File: src/rtl/mem_arb_pkg.sv
`default_nettype none
// ============================================================================
// Module   : mem_arb_pkg
// Brief    : Shared encodings for the instruction/data memory port arbiter:
//            one-hot FSM state codes and the grant-source enum.
// Revision : 1.0 - initial release
// ============================================================================
package mem_arb_pkg;

    // One-hot arbiter state codes
    localparam int              STATE_W = 3;
    localparam logic [STATE_W-1:0] S_IDLE = 3'b001;
    localparam logic [STATE_W-1:0] S_REQ  = 3'b010;
    localparam logic [STATE_W-1:0] S_RESP = 3'b100;

    // Which requester owns the transaction in flight
    typedef enum logic {
        SRC_INST = 1'b0,
        SRC_DATA = 1'b1
    } grant_src_t;

endpackage : mem_arb_pkg
`default_nettype wire

File: src/rtl/arb_rr_picker.sv
`default_nettype none
// ============================================================================
// Module   : arb_rr_picker
// Brief    : Two-way grant picker for the memory port arbiter. Remembers the
//            side granted last; on a conflict either alternates (RR_EN=1) or
//            always favours the data side (RR_EN=0).
// Revision : 1.0 - initial release
// ============================================================================
module arb_rr_picker
    import mem_arb_pkg::*;
#(
    parameter int RR_EN = 1
) (
    input  logic       clk,
    input  logic       rst,
    input  logic       i_inst_pend,
    input  logic       i_data_pend,
    input  logic       i_take,
    output grant_src_t o_src
);

    grant_src_t r_last;

    // Choose the winner from the pending flags and the last-grant history
    always_comb begin
        o_src = SRC_INST;
        if (i_data_pend && !i_inst_pend) begin
            o_src = SRC_DATA;
        end else if (i_data_pend && i_inst_pend) begin
            if (RR_EN == 0) begin
                o_src = SRC_DATA;
            end else if (r_last == SRC_INST) begin
                o_src = SRC_DATA;
            end else begin
                o_src = SRC_INST;
            end
        end
    end

    // Last-grant flag starts at instruction so data wins the first conflict
    always_ff @(posedge clk) begin
        if (rst) begin
            r_last <= SRC_INST;
        end else if (i_take) begin
            r_last <= o_src;
        end
    end

endmodule : arb_rr_picker
`default_nettype wire

File: src/rtl/mem_port_arbiter.sv
`default_nettype none
// ============================================================================
// Module   : mem_port_arbiter
// Brief    : Shares one memory port between the CPU fetch and data channels.
//            One transaction in flight; read data returns to its requester;
//            writes complete on bus acceptance.
//            Optional macro ARB_PERF_CNT_EN builds per-side wait counters.
// Revision : 1.0 - initial release
// ============================================================================
module mem_port_arbiter
    import mem_arb_pkg::*;
#(
    parameter int ADDR_W = 32,
    parameter int DATA_W = 32,
    parameter int RR_EN  = 1
) (
    input  logic                clk,
    input  logic                rst,
    // instruction fetch channel
    input  logic [ADDR_W-1:0]   i_addr,
    input  logic                i_req_valid,
    output logic                i_req_ready,
    output logic [DATA_W-1:0]   i_rdata,
    output logic                i_rvalid,
    input  logic                i_rready,
    // data channel
    input  logic [ADDR_W-1:0]   d_addr,
    input  logic                d_read,
    input  logic                d_write,
    input  logic [DATA_W-1:0]   d_wdata,
    input  logic [DATA_W/8-1:0] d_wstrb,
    output logic                d_req_ready,
    output logic [DATA_W-1:0]   d_rdata,
    output logic                d_rvalid,
    input  logic                d_rready,
    // memory port
    output logic [ADDR_W-1:0]   m_addr,
    output logic                m_read,
    output logic                m_write,
    output logic [DATA_W-1:0]   m_wdata,
    output logic [DATA_W/8-1:0] m_wstrb,
    input  logic                m_req_ready,
    input  logic [DATA_W-1:0]   m_rdata,
    input  logic                m_rvalid,
    output logic                m_rready,
    // performance counters
    output logic [31:0]         perf_i_wait,
    output logic [31:0]         perf_d_wait
);

    logic [STATE_W-1:0]  r_state;
    logic [STATE_W-1:0]  w_state_nxt;
    logic [ADDR_W-1:0]   r_addr;
    logic                r_write;
    logic [DATA_W-1:0]   r_wdata;
    logic [DATA_W/8-1:0] r_wstrb;
    grant_src_t          r_src;
    grant_src_t          w_src;
    logic                w_inst_pend;
    logic                w_data_pend;
    logic                w_take;

    assign w_inst_pend = i_req_valid;
    assign w_data_pend = d_read | d_write;
    // A grant is taken only from idle and never while reset is asserted,
    // otherwise the requester would see acceptance of a dropped request.
    assign w_take      = (r_state == S_IDLE) && (w_inst_pend || w_data_pend) && !rst;

    arb_rr_picker #(
        .RR_EN (RR_EN)
    ) u_picker (
        .clk         (clk),
        .rst         (rst),
        .i_inst_pend (w_inst_pend),
        .i_data_pend (w_data_pend),
        .i_take      (w_take),
        .o_src       (w_src)
    );

    // State register
    always_ff @(posedge clk) begin
        if (rst) begin
            r_state <= S_IDLE;
        end else begin
            r_state <= w_state_nxt;
        end
    end

    // Next-state logic: idle -> request -> (response for reads) -> idle
    always_comb begin
        w_state_nxt = r_state;
        case (r_state)
            S_IDLE: if (w_inst_pend || w_data_pend) w_state_nxt = S_REQ;
            S_REQ:  if (m_req_ready) w_state_nxt = r_write ? S_IDLE : S_RESP;
            S_RESP: if (m_rvalid && m_rready) w_state_nxt = S_IDLE;
            default: w_state_nxt = S_IDLE;
        endcase
    end

    // Capture the winner's request; d_write dominates an illegal read+write
    always_ff @(posedge clk) begin
        if (rst) begin
            r_addr  <= '0;
            r_write <= 1'b0;
            r_wdata <= '0;
            r_wstrb <= '0;
            r_src   <= SRC_INST;
        end else if (w_take) begin
            r_src <= w_src;
            if (w_src == SRC_DATA) begin
                r_addr  <= d_addr;
                r_write <= d_write;
                r_wdata <= d_wdata;
                r_wstrb <= d_write ? d_wstrb : '0;
            end else begin
                r_addr  <= i_addr;
                r_write <= 1'b0;
                r_wdata <= '0;
                r_wstrb <= '0;
            end
        end
    end

    // Bus request fields come only from the captured registers
    assign m_addr  = r_addr;
    assign m_wdata = r_wdata;
    assign m_wstrb = r_wstrb;

    // Per-state handshakes and response steering to the granted side
    always_comb begin
        i_req_ready = 1'b0;
        d_req_ready = 1'b0;
        m_read      = 1'b0;
        m_write     = 1'b0;
        m_rready    = 1'b0;
        i_rvalid    = 1'b0;
        d_rvalid    = 1'b0;
        i_rdata     = '0;
        d_rdata     = '0;
        case (r_state)
            S_IDLE: begin
                if (!rst) begin
                    i_req_ready = w_inst_pend && (w_src == SRC_INST);
                    d_req_ready = w_data_pend && (w_src == SRC_DATA);
                end
            end
            S_REQ: begin
                m_read  = !r_write;
                m_write = r_write;
            end
            S_RESP: begin
                if (r_src == SRC_DATA) begin
                    m_rready = d_rready;
                    d_rvalid = m_rvalid;
                    d_rdata  = m_rdata;
                end else begin
                    m_rready = i_rready;
                    i_rvalid = m_rvalid;
                    i_rdata  = m_rdata;
                end
            end
            default: ;
        endcase
    end

`ifdef ARB_PERF_CNT_EN
    logic [31:0] r_perf_i_wait;
    logic [31:0] r_perf_d_wait;

    // Count cycles each side is held off with a request pending
    always_ff @(posedge clk) begin
        if (rst) begin
            r_perf_i_wait <= 32'd0;
            r_perf_d_wait <= 32'd0;
        end else begin
            if (w_inst_pend && !i_req_ready) r_perf_i_wait <= r_perf_i_wait + 32'd1;
            if (w_data_pend && !d_req_ready) r_perf_d_wait <= r_perf_d_wait + 32'd1;
        end
    end

    assign perf_i_wait = r_perf_i_wait;
    assign perf_d_wait = r_perf_d_wait;
`else
    assign perf_i_wait = 32'd0;
    assign perf_d_wait = 32'd0;
`endif

endmodule : mem_port_arbiter
`default_nettype wire

File: config.mk
export PLATFORM = sky130hd
export DESIGN_NAME = mem_port_arbiter
export DESIGN_NICKNAME = d
export VERILOG_FILES = /design/src/rtl/mem_arb_pkg.sv /design/src/rtl/arb_rr_picker.sv /design/src/rtl/mem_port_arbiter.sv
export SDC_FILE = /design/constraint.sdc
export NUM_CORES = 1
export LEC_CHECK = 0
export CAP_MARGIN = 20
export CORE_AREA = 2 2 135 137
export DETAILED_ROUTE_END_ITERATION = 12
export DIE_AREA = 0 0 137 139
export DONT_BUFFER_PORTS = 1
export PLACE_DENSITY = 0.49
export SYNTH_ARGS = -nofsm -noshare
export SYNTH_HDL_FRONTEND = slang
export SYNTH_SLANG_ARGS = --single-unit
File: constraint.sdc
create_clock -name clk -period 1.4 [get_ports clk]
set_input_delay 0.28 -clock clk [delete_from_list [all_inputs] [get_ports clk]]
set_output_delay 0.28 -clock clk [all_outputs]
set_load 0.02 [all_outputs]
==> results of run 1 <==
[power by group through the flow]
| stage | Sequential [uW] | Combinational [uW] | Clock (uW) |
|---|---|---|---|
| floorplan | 2710 | 1200 | 0 |
| global placement | 2770 | 1320 | 0 |
| detailed placement | 2770 | 1380 | 0 |
| CTS | 2740 | 2120 | 2200 |
| global route | 2770 | 2430 | 2280 |
| finish | 2750 | 2260 | 2120 |
[layout make-up]
type,count,area (um^2)
Clock inverter,5,33.8
Timing Repair Buffer,91,1340
Fill cell,1799,11700
Sequential cell,73,1470
Clock buffer,10,229
Inverter,2,7.51
Multi-Input combinational cell,362,2610
Tap cell,229,287
[registers in the layout, summed over array words and instances (netlist names)]
signal / cells
m_wstrb: 4
m_addr: 32
m_wdata: 32
r_state: 3
u_picker.r_last: 1
r_write: 1
[routing by layer]
| layer | vias to the layer above | wire length [um] | track usage (%) | share of wire (%) |
|---|---|---|---|---|
| met5 | - | 0 | 0 | 0 |
| met4 | 0 | 240 | 4.61 | 1.7 |
| met3 | 18 | 1300 | 5.12 | 9.0 |
| met2 | 217 | 7840 | 26.4 | 54 |
| met1 | 1736 | 5010 | 14.2 | 35 |
| li1 | 1636 | - | - | - |
[synthesized netlist by cell type]
cell type / count / area, um^2
a21o_1: 2 / 15.0
a21oi_1: 2 / 10.0
a221o_1: 1 / 10.0
a22oi_1: 36 / 270
a311oi_1: 4 / 35.0
a311oi_2: 28 / 420
a31o_2: 1 / 8.76
and2_0: 1 / 6.26
and2_1: 32 / 200
and3_1: 35 / 219
buf_2: 7 / 35.0
buf_4: 68 / 510
buf_6: 3 / 33.8
clkbuf_1: 26 / 97.6
conb_1: 1 / 3.75
dfxtp_1: 73 / 1460
inv_1: 2 / 7.51
mux2i_1: 1 / 10.0
nand2_1: 67 / 251
nand2b_1: 3 / 18.8
nor2_1: 73 / 274
nor2b_1: 2 / 12.5
nor3_1: 4 / 20.0
nor3b_1: 1 / 7.51
nor4b_4: 1 / 23.8
o21a_1: 1 / 7.51
o21ai_0: 1 / 5.00
o22a_1: 1 / 8.76
o2bb2ai_1: 1 / 8.76
[cells in the final DEF (no fill, tap or decap), types with 3 or more instances in the layout]
| master | n |
|---|---|
| nor2_1 | 54 |
| buf_12 | 16 |
| buf_8 | 7 |
| a22oi_1 | 18 |
| a22oi_2 | 18 |
| buf_16 | 10 |
| nor2_2 | 12 |
| and3_4 | 33 |
| and2_4 | 25 |
| conb_1 | 64 |
| clkbuf_16 | 11 |
| buf_4 | 21 |
| dlygate4sd3_1 | 7 |
| nand2_1 | 65 |
| dfxtp_2 | 3 |
| nor2_4 | 7 |
| buf_6 | 26 |
| a311oi_2 | 30 |
| dfxtp_1 | 69 |
| and2_2 | 8 |
[through the flow]
step	hold WS (ps)	TNS, ps	total power, uW
finish	48.9	-38420	7120
global route	19.9	-50710	7490
CTS	0.643	-37600	7060
detailed placement	364	-6290	4140
global placement	364	-3720	4080
floorplan	420	-2230	3900
[how the worst max path moves through the flow]
stage / startpoint / to / slack (ps)
global placement: r_state[1] / r_state[0] / -100
floorplan: r_state[1] / d_rdata[10] / -40
global route: r_state[1] / d_req_ready / -430
detailed placement: r_state[1] / m_addr[26] / -130
finish: r_state[1] / d_req_ready / -360
CTS: r_state[1] / d_rdata[10] / -360
[repair_timing]
item / CTS / global route
hold endpoints to repair: 15 / 0
buffers inserted: 30 / 5
pin swaps: 23 / 33
cloned: 12 / 3
setup endpoints to repair: 139 / 143
hold buffers: 7 / 0
resized for setup: 111 / 61
[kinds of logic (layout without fill, tap and decap cells)]
kind of cell,Yosys count,count (layout)
AND/OR/NAND/NOR,219,219
buffers and inverters,106,108
AO/OA/AOI/OAI,78,78
flip-flops,73,73
other,1,64
multiplexers,1,1
==> results_dict.tcl, run 1 <==
set metrics [dict create \
    status "finished with violations" \
    violations "setup timing" \
    drc 0 \
    post-place-ws_ps -133 \
    avgViaCountPerCell 4.67 \
    yosys_warnings 0 \
    synth-compound-area-share_pct 20.0 \
    synth_cell_types 29 \
    endpoint_kind "primary output" \
    synthXorXnorAreaFrac_pct 0 \
    cts_root_buffer "clkbuf_16" \
    core_mm2 0.0177 \
    fp-row-count 49 \
    wl_um 14400 \
    antenna_found_initial 0 \
    required_ps 1120 \
    crit_type "flop to primary output" \
    syn-cell-area_mm2 0.00399 \
    cts_buffer_depth 2 \
    slowest_delay_ps 350 \
    cp.depth 4 \
    setup_viol 143 \
    final_util_pct 33.8 \
    drv_cap 0 \
    whs_path_depth 1 \
    seqPwrFrac_pct 38.6 \
    drive_gt1_share_pct 46.2 \
    fin_crit_ps 1760 \
    netlist_instances 478 \
    drt_pre_antenna_iters 4 \
    netSwitchingPower_uw 2460 \
    synth_fa_ha_area_share_pct 0 \
    crit_path_start_kind "flop" \
    cp_max_fo 6 \
    rsz0062_at_grt "yes" \
    placed_cells 701 \
    post-dp-hpwl_um 8840 \
    r2r_start "r_state[1]" \
    r2r_cells 9 \
    num_vias 3607 \
    switching_share_pct 34.5 \
    ys_seq_area_share_pct 36.6 \
    port_buffers 0 \
    pin_count 344 \
    crit_chain "nor4b_4 > buf_4 > nor2b_4 > buf_12" \
    slew_violations 0 \
    syn_to_final_growth_pct 49.5 \
    arrival_ps 1480 \
    clkLatencyLatePin_ps 340 \
    grt_pass1_wl_um 20100 \
    cp_slowest_cell "dfxtp_2" \
    die_area_mm2 0.0190 \
    insertedDiodeCount 0 \
    wl_per_cell_um 18.6 \
    p_per_area_mw_per_mm2 1190 \
    grt_max_degree 50 \
    fin_crit_sh_pct 126 \
    synth_seq_cells 73 \
    grt_pass1_vias 3535 \
    whs_endpoint "m_addr[26]" \
    synth_top_family_by_area "simple AND/OR/NAND/NOR gates" \
    hp-class "primary input to flop" \
    p_leak_uw 0.00237 \
    cts_htree_levels 3 \
    worst_pin_slew_ps 806 \
    synth_simple_gate_area_share_pct 25.9 \
    die_h_um 139 \
    crit_family "simple AND/OR/NAND/NOR gates" \
    synth.area.mux_share_pct 0.251 \
    pwr-share-comb_pct 31.7 \
    rr_endpoint "m_addr[28]" \
    fin_area_mm2 0.00597 \
    cts.sinks 73 \
    finClkSkew_ps 4.41 \
    max_freq_mhz 568 \
    report.final.hold_viol_count 0 \
    clockPowerShare_pct 29.7 \
    cts_made_buffers 9 \
    gr-total-overflow 0 \
    path_buf_inv 2 \
    setup_ws_ps -361 \
    slew_headroom_pct 46.1 \
    floorplan.initialDensity_pct 22.6 \
    place_area_mm2 0.00434 \
    peakVddDrop_v 0.000556 \
    cts_tree "done" \
    r2r_slack_ps -320 \
    syn_avg_cell_area_um2 8.35 \
    hold_start "rst" \
    nNetsFinal 680 \
    path_clk_slew_ps 60 \
    die_x_um 137 \
    place_congestion 0.708 \
    track_usage_pct 14.1 \
    ant_nets 0 \
    drtIter0Drc 110 \
    final_cells 772 \
    p_int_uw 4660 \
]
Note: power is estimated with default switching activity, not from simulation.
==> inputs of run 2 (changes only) <==
--- a/config.mk
+++ b/config.mk
@@ -10,7 +10,8 @@
 export DETAILED_ROUTE_END_ITERATION = 12
 export DIE_AREA = 0 0 137 139
 export DONT_BUFFER_PORTS = 1
-export PLACE_DENSITY = 0.49
+export GPL_ROUTABILITY_DRIVEN = 1
+export PLACE_DENSITY = 0.48
 export SYNTH_ARGS = -nofsm -noshare
 export SYNTH_HDL_FRONTEND = slang
 export SYNTH_SLANG_ARGS = --single-unit
==> constraint.sdc (replaced) <==
create_clock -name clk -period 1.7 [get_ports clk]
set_input_delay 0.34 -clock clk [delete_from_list [all_inputs] [get_ports clk]]
set_output_delay 0.34 -clock clk [all_outputs]
set_load 0.02 [all_outputs]
==> run 2 against run 1 <==
Net effect: flip-flop and latch count is the same; clock-buffer cell count unchanged; first-iteration DRC count is 6.4% lower; largest power group unchanged; clock power about the same; largest cell class unchanged; cell count is 7.8% lower; power decreased by 22%; highest routed layer unchanged; the flow still finishes with violations (setup timing).
==> results_dict.tcl, run 2 (synthesis gave the netlist of run 1 again) <==
set metrics [dict create \
    rsz0062_at_grt "yes" \
    peakVddDrop_v 0.000460 \
    drive_gt1_share_pct 32.3 \
    cts.sinks 73 \
    fp-row-count 49 \
    cts_htree_levels 3 \
    track_usage_pct 12.0 \
    core_mm2 0.0177 \
    crit_chain "nor4b_4 > buf_4 > nor2b_4 > buf_12" \
    ant_nets 0 \
    wl_um 12300 \
    port_buffers 0 \
    violations "setup timing" \
    slowest_delay_ps 350 \
    finClkSkew_ps 10.2 \
    grt_pass1_wl_um 17300 \
    wl_per_cell_um 17.3 \
    setup_viol 87 \
    gr-total-overflow 0 \
    fin_crit_sh_pct 106 \
    r2r_start "r_state[2]" \
    antenna_found_initial 0 \
    required_ps 1360 \
    cts_tree "done" \
    cts_buffer_depth 2 \
    crit_family "simple AND/OR/NAND/NOR gates" \
    die_x_um 137 \
    hp-class "primary input to flop" \
    placed_cells 689 \
    cp_max_fo 5 \
    place_congestion 0.709 \
    p_per_area_mw_per_mm2 1120 \
    drc 0 \
    clkLatencyLatePin_ps 340 \
    nNetsFinal 619 \
    status "finished with violations" \
    drv_cap 0 \
    cts_made_buffers 9 \
    post-place-ws_ps 94.8 \
    final_common_cell "nor2_1" \
    die_h_um 139 \
    floorplan.initialDensity_pct 22.6 \
    syn_to_final_growth_pct 24.0 \
    die_area_mm2 0.0190 \
    max_freq_mhz 553 \
    crit_type "flop to primary output" \
    cp_slowest_cell "dfxtp_2" \
    multi_input_area_mm2 0.00241 \
    layout_common_cells "71 x nor2_1, 69 x dfxtp_1, 66 x nand2_1" \
    endpoint_kind "primary output" \
    cts_root_buffer "clkbuf_16" \
    report.final.hold_viol_count 0 \
    fin_crit_ps 1810 \
    fillers 1903 \
    rr_endpoint "m_wdata[1]" \
    avgViaCountPerCell 4.57 \
    whs_endpoint "m_addr[26]" \
    p_leak_uw 0.00194 \
    r2r_slack_ps -70 \
    final_cells 712 \
    r2r_cells 8 \
    num_vias 3254 \
    crit_path_start_kind "flop" \
    grt_max_degree 75 \
    drtIter0Drc 103 \
    grt_pass1_vias 3186 \
    slew_violations 0 \
    post-dp-hpwl_um 8970 \
    regArea_mm2 0.00147 \
    arrival_ps 1470 \
    path_clk_slew_ps 60 \
    insertedDiodeCount 0 \
    pin_count 344 \
    path_buf_inv 2 \
    drt_pre_antenna_iters 4 \
    hold_start "rst" \
    setup_ws_ps -109 \
    whs_path_depth 1 \
]
run 2: what timing repair did:
action / in CTS / in global routing
cloned: 4 / 1
resized for setup: 119 / 45
setup endpoints to repair: 70 / 97
setup buffers: 2 / 0
endpoints found under the hold margin: 0 / 0
hold buffers: 0 / 0
pin swaps: 6 / 9
run 2: worst register-to-register path, stage by stage (launching register included):
cell       delay, ps
dfxtp_2          350
nor4b_4          270
buf_4            180
nor2b_4          190
buf_6            130
buf_4            110
bufbuf_16        280
a22oi_1           90
nor2_1           120
run 2: cell type report:
class	count	area share [%]
clock inverters	6	1.97
repair buffers	30	8.70
well taps	229	5.79
multi-input cells	362	48.8
inverters	2	0.152
clock buffers	10	4.83
flip-flops and latches	73	29.8
run 2: metal layers:
layer / global-route usage [%] / vias to the layer above / wire length, um
met1: 11.1 / 1532 / 4210
met2: 23.4 / 209 / 6680
li1: - / 1506 / -
met3: 4.57 / 7 / 1320
met5: 0 / - / 0
met4: 3.85 / 0 / 134
run 2: power breakdown:
| group | switching, uW | internal [uW] | total, uW |
|---|---|---|---|
| Combinational | 672 | 482 | 1150 |
| Clock | 798 | 1350 | 2150 |
| Sequential | 353 | 1900 | 2250 |
| Total | 1820 | 3730 | 5550 |
run 2: through the flow:
| step | setup TNS, ps | util (%) | hold slack [ps] | area (um^2) | power, uW |
|---|---|---|---|---|---|
| 2_1_floorplan | 0 | - | 480 | 4230 | 3180 |
| 5_1_grt | -11350 | 28.0 | 59.2 | 4950 | 5840 |
| 6_report | -4320 | 28.0 | 79.4 | 4950 | 5550 |
| 3_3_place_gp | 0 | 23.2 | 415 | 4100 | 3240 |
| 3_5_place_dp | 0 | 23.2 | 419 | 4100 | 3280 |
| 4_1_cts | -6570 | 27.2 | 48.9 | 4800 | 5620 |
run 2: worst max path at each step:
| stage | from | to | slack (ps) | depth (start not counted) |
|---|---|---|---|---|
| 2_1_floorplan | r_state[2] | d_req_ready | 90 | 5 |
| 3_3_place_gp | r_state[1] | i_rdata[17] | 160 | 5 |
| 3_5_place_dp | r_state[2] | m_addr[22] | 90 | 5 |
| 4_1_cts | r_state[0] | i_rdata[23] | -110 | 5 |
| 5_1_grt | r_state[2] | m_wdata[1] | -180 | 8 |
| 6_report | r_state[2] | d_req_ready | -110 | 4 |
